==> config.mk <==
export PLATFORM = sky130hd
export DESIGN_NAME = reg_file_flat
export DESIGN_NICKNAME = d
export VERILOG_FILES = /design/src/rtl/cpu_pkg.sv /design/src/rtl/reg_file_if.sv /design/src/rtl/reg_file_read_port.sv /design/src/rtl/reg_file.sv /design/src/flat_wrapper.sv
export SDC_FILE = /design/constraint.sdc
export NUM_CORES = 1
export LEC_CHECK = 0
export BUFFER_PORTS_ARGS = -buffer_cell sky130_fd_sc_hd__clkbuf_2
export CORE_ASPECT_RATIO = 1.25
export CORE_MARGIN = 3
export CORE_UTILIZATION = 45
export DETAILED_ROUTE_END_ITERATION = 8
export PLACE_DENSITY = 0.71
export SYNTH_ARGS = -nofsm -noshare
export SYNTH_HDL_FRONTEND = slang
export SYNTH_SLANG_ARGS = --single-unit
==> constraint.sdc <==
create_clock -name clk -period 1.9 [get_ports clk]
set_clock_uncertainty 0.05 [all_clocks]
set_input_delay 0 -clock clk [delete_from_list [all_inputs] [get_ports clk]]
set_output_delay 0 -clock clk [all_outputs]
set_load 0.01 [all_outputs]
==> src/rtl/cpu_pkg.sv <==
// Shared CPU datapath definitions.
// Provides the data/address widths, the register count and the word and
// register-address types used on the register file ports.
package cpu_pkg;

    localparam int DATA_W   = 16;
    localparam int ADDR_W   = 4;
    localparam int NUM_REGS = 2 ** ADDR_W;

    typedef logic [DATA_W-1:0] word_t;
    typedef logic [ADDR_W-1:0] reg_addr_t;

endpackage : cpu_pkg

==> src/rtl/reg_file_if.sv <==
// Register file access bundle between decode/execute and the register file.
// Signals:
//   wre  - write enable for port 3 (write lands on the rising clk edge)
//   a1   - read address, port 1
//   a2   - read address, port 2
//   a3   - read address, port 3, and write address when wre=1
//   wd3  - write-back data
//   rd1  - contents of entry a1 (combinational)
//   rd2  - contents of entry a2 (combinational)
//   rd3  - contents of entry a3 (combinational)
// There is no valid/ready handshake: a write is a single-cycle command
// qualified only by wre, and every read is always valid.
// Modports:
//   master - the datapath side, drives addresses/data, receives read data
//   slave  - the register file side
interface reg_file_if;
    import cpu_pkg::*;

    logic      wre;
    reg_addr_t a1;
    reg_addr_t a2;
    reg_addr_t a3;
    word_t     wd3;
    word_t     rd1;
    word_t     rd2;
    word_t     rd3;

    modport master (
        output wre, a1, a2, a3, wd3,
        input  rd1, rd2, rd3
    );

    modport slave (
        input  wre, a1, a2, a3, wd3,
        output rd1, rd2, rd3
    );

endinterface : reg_file_if

==> src/rtl/reg_file_read_port.sv <==
// One combinational read port of the register file: a NUM_REGS:1 word mux.
// Ports:
//   regs - the full storage array
//   addr - entry select
//   data - selected entry, zero latency
module reg_file_read_port
    import cpu_pkg::*;
(
    input  word_t     regs [NUM_REGS],
    input  reg_addr_t addr,
    output word_t     data
);

    always_comb begin
        data = regs[addr];
    end

endmodule : reg_file_read_port

==> src/rtl/reg_file.sv <==
// General-purpose register file: NUM_REGS entries of DATA_W bits, three
// asynchronous read ports and one synchronous write port sharing address a3.
// Ports:
//   clk   - system clock, writes occur on its rising edge
//   rst_n - asynchronous active-low reset, clears every entry
//   bus   - reg_file_if slave modport (wre, a1..a3, wd3, rd1..rd3)
// Reads are not bypassed: a port addressing the entry being written shows
// the old value until the edge and the new value right after it.
// Entry 0 is an ordinary writable register.
module reg_file
    import cpu_pkg::*;
(
    input  logic         clk,
    input  logic         rst_n,
    reg_file_if.slave    bus
);

    word_t regs [NUM_REGS];

    // Write decode compares a3 against each index. An unknown a3 makes every
    // compare unknown, so no entry is updated rather than a random one.
    always_ff @(posedge clk or negedge rst_n) begin
        if (!rst_n) begin
            for (int i = 0; i < NUM_REGS; i++) begin
                regs[i] <= '0;
            end
        end else if (bus.wre) begin
            for (int i = 0; i < NUM_REGS; i++) begin
                if (bus.a3 == reg_addr_t'(i)) begin
                    regs[i] <= bus.wd3;
                end
            end
        end
    end

    // Flag an unknown write address while a write is requested.
    always @(posedge clk) begin
        if (rst_n && bus.wre) begin
            a3_known_on_write: assert (!$isunknown(bus.a3));
        end
    end

    reg_file_read_port u_rp1 (
        .regs (regs),
        .addr (bus.a1),
        .data (bus.rd1)
    );

    reg_file_read_port u_rp2 (
        .regs (regs),
        .addr (bus.a2),
        .data (bus.rd2)
    );

    reg_file_read_port u_rp3 (
        .regs (regs),
        .addr (bus.a3),
        .data (bus.rd3)
    );

endmodule : reg_file

==> src/flat_wrapper.sv <==
// flat-port wrapper written by rule: the top's interface ports become plain ports
module reg_file_flat import cpu_pkg::*;
  (clk, rst_n, bus_wre, bus_a1, bus_a2, bus_a3, bus_wd3, bus_rd1, bus_rd2, bus_rd3);
  reg_file_if bus_i ();
  input  logic clk;
  input  logic rst_n;
  input wire logic [$bits(bus_i.wre)-1:0] bus_wre;
  input wire logic [$bits(bus_i.a1)-1:0] bus_a1;
  input wire logic [$bits(bus_i.a2)-1:0] bus_a2;
  input wire logic [$bits(bus_i.a3)-1:0] bus_a3;
  input wire logic [$bits(bus_i.wd3)-1:0] bus_wd3;
  output wire logic [$bits(bus_i.rd1)-1:0] bus_rd1;
  output wire logic [$bits(bus_i.rd2)-1:0] bus_rd2;
  output wire logic [$bits(bus_i.rd3)-1:0] bus_rd3;
  assign bus_i.wre = bus_wre;
  assign bus_i.a1 = bus_a1;
  assign bus_i.a2 = bus_a2;
  assign bus_i.a3 = bus_a3;
  assign bus_i.wd3 = bus_wd3;
  assign bus_rd1 = bus_i.rd1;
  assign bus_rd2 = bus_i.rd2;
  assign bus_rd3 = bus_i.rd3;
  reg_file u_core (.clk(clk), .rst_n(rst_n), .bus(bus_i));
endmodule
==> flow_metrics.py <==
metrics = {
    "worst_hold_path": {
        "hold_depth": 4,
        "hp-class": "primary input to flip-flop",
        "hp-start": "bus_a3[0]",
        "hold_end": "u_core.regs[143]$_DFFE_PN0P_",
    },
    "final_layout": {
        "drive_above_1_share_pct": 68.7,
        "most-common-layout-cells": "256 x dfrtp_1, 221 x mux2_2, 192 x mux4_2",
        "final_cells": 1538,
        "top_register": "u_core.regs",
        "fin_nets": 1123,
        "final_util_pct": 54.4,
        "largest_reg_flops": 256,
        "mostFrequentLayoutCell": "dfrtp_1",
        "area_growth_pct": 19.0,
        "top_regs": "u_core.regs (256)",
    },
    "yosys": {
        "syn_area_sq_mm": 0.0154,
        "seq_area_frac_synth_pct": 41.7,
        "ys_seq_elements": 256,
        "syn_avg_cell_area_sq_um": 15.6,
        "synth_nets": 1018,
        "yosysWarnings": 0,
        "yosysUniqueCellTypes": 25,
        "netlist_instances": 987,
    },
    "global_route": {
        "gr-total-overflow": 0,
        "grt_pass1_wl_microns": 69400,
        "track_usage_pct": 25.6,
        "grt_pass1_vias": 10900,
        "grt_max_degree": 56,
        "antenna_found_initial": 1,
    },
    "drt": {
        "drc": 0,
        "wire_per_inst_microns": 29.6,
        "vias_per_cell": 6.85,
        "route.met3.wl_microns": 4210,
        "drt_pass1_iterations": 5,
        "route.met2.wl_microns": 21800,
        "drtIter0Drc": 1166,
        "drt-met1-wl_microns": 18100,
        "drt-total-wl_microns": 45500,
        "ant_nets": 0,
        "via_count": 10500,
        "maxUsedRoutingLayer": "met4",
    },
    "die": {
        "start_util_pct": 45.7,
        "core_sq_mm": 0.0336,
        "die_x_microns": 171,
        "die_h_microns": 213,
        "fp-row-count": 75,
        "die-area_sq_mm": 0.0364,
        "pin_count": 79,
    },
    "worst_setup_path": {
        "r2r.worst_path.cells": 2,
        "rrSetupSlack_ps": 910,
        "path_max_fanout": 4,
        "r2r-start": "u_core.regs[237]$_DFFE_PN0P_",
        "worstSetupStartpointType": "flip-flop",
        "reg2reg_to": "u_core.regs[237]$_DFFE_PN0P_",
        "worst_setup_path_end_kind": "primary output",
        "crit_required_ps": 1850,
        "critPathArrivalTime_ps": 1960,
        "worstSetupPathType": "flip-flop to primary output",
    },
    "clock_tree": {
        "clk_pin_slew_worst_paths_ps": 60,
        "cts_tree": "built",
        "htreeDepth": 1,
        "cts_max_path_buffers": 3,
        "clock_latency_ps": 550,
        "cts-root-buf": "clkbuf_16",
        "cts_made_buffers": 29,
        "cts_sinks": 256,
    },
    "timing": {
        "rsz0062_at_grt": "yes",
        "hold_violations": 0,
        "fmax_mhz": 497,
        "relSlewSlack_pct": 3.94,
        "fin_crit_sh_pct": 106,
        "worst_slew_pin_slew_ps": 1440,
        "final_max_slew_viol_count": 0,
        "setup_ws_ps": -112,
        "setup_violations": 39,
        "final.setup.tns_ps": -1500,
        "period_minus_slack_ps": 2010,
    },
    "placed_design": {
        "dp_slack_ps": 223,
        "port-buffer-count": 78,
        "dp_cells": 1462,
        "place.gp.congestion": 0.876,
        "dp_hpwl_microns": 29200,
    },
    "pwr": {
        "ir_drop_uv": 870,
        "leakagePower_nw": 7.51,
        "power_density_mw_per_mm2": 1060,
        "power.total_w": 0.0194,
    },
    "run_status": {
        "outcome": "finished with violations",
        "violations": "negative setup slack",
    },
    "flow_run": {
        "maxCapViolCount": 0,
    },
}
## synth_stat cells
cell | count | share of area, %
buf_6 | 4 | 0.29
a22oi_1 | 96 | 4.7
nor2_1 | 4 | 0.098
buf_1 | 3 | 0.073
buf_2 | 38 | 1.2
mux2_4 | 30 | 2.9
dfrtp_1 | 256 | 42
nand2b_1 | 4 | 0.16
or3_1 | 3 | 0.12
and2b_2 | 2 | 0.11
nand3b_1 | 1 | 0.049
nor3b_2 | 1 | 0.081
nor2_2 | 9 | 0.37
nor2b_1 | 5 | 0.20
buf_4 | 5 | 0.24
mux4_2 | 192 | 28
mux2_2 | 221 | 16
nand3b_2 | 1 | 0.073
nand2_1 | 50 | 1.2
and2_2 | 1 | 0.049
and2_1 | 2 | 0.081
mux2_1 | 5 | 0.37
nand3_2 | 1 | 0.065
clkbuf_1 | 52 | 1.3
buf_12 | 1 | 0.13
## layout make-up
class	instances	area (sq um)
clock buffers	39	823
diodes	1	2.50
clock inverters	14	179
flip-flops and latches	256	6410
fillers	2666	15300
multi-input cells	628	8900
well taps	423	529
repair buffers	177	1440
## where the power goes
part	total (W)	switching [W]	internal, W
Combinational	0.00553	0.00213	0.00340
Sequential	0.00798	0.00125	0.00673
Clock	0.00585	0.00229	0.00357
Total	0.0194	0.00566	0.0137
## logic make-up after synthesis
logic type	after synthesis	share of synthesized area (%)
compound gates	96	4.69
buf+inv	103	3.25
flops	256	41.7
mux	448	47.7
simple gates	84	2.69
## repair_timing
item | in CTS | in global routing
hold buffers | 18 | 0
gates resized for setup | 66 | 32
buffers inserted | 2 | 2
endpoints found under the hold margin | 512 | 0
pin swaps | 93 | 19
setup endpoints to repair | 48 | 48
## worst max-delay path by stage
stage	startpoint	endpoint	slack, ps
finish	u_core.regs[221]$_DFFE_PN0P_	bus_rd1[13]	-110
global route	u_core.regs[221]$_DFFE_PN0P_	bus_rd1[13]	-150
CTS	u_core.regs[221]$_DFFE_PN0P_	bus_rd1[13]	-110
detailed placement	bus_a1[0]	bus_rd1[7]	220
global placement	bus_a3[0]	bus_rd3[5]	210
floorplan	bus_a3[0]	bus_rd3[11]	470
## critical path, stage by stage (launching register included)
cell	delay, ps
dfrtp_1	430
mux4_2	490
a22oi_2	230
nand2_2	110
clkbuf_2	150
## stage by stage
stage / area [sq um] / hold WS [ps]
after global placement: 16600 / -71.2
after detailed placement: 16600 / -72.4
after CTS: 18100 / 21.0
after global routing: 18300 / 60.1
after floorplan: 15400 / -346
final: 18300 / 45.1
## layer usage
| metal | GRT usage [%] | vias to the layer above |
|---|---|---|
| met1 | 36.7 | 5695 |
| met2 | 39.8 | 551 |
| li1 | - | 4183 |
| met4 | 8.33 | 0 |
| met3 | 5.08 | 101 |
| met5 | 0 | - |
(Power assumes the default switching activity.)
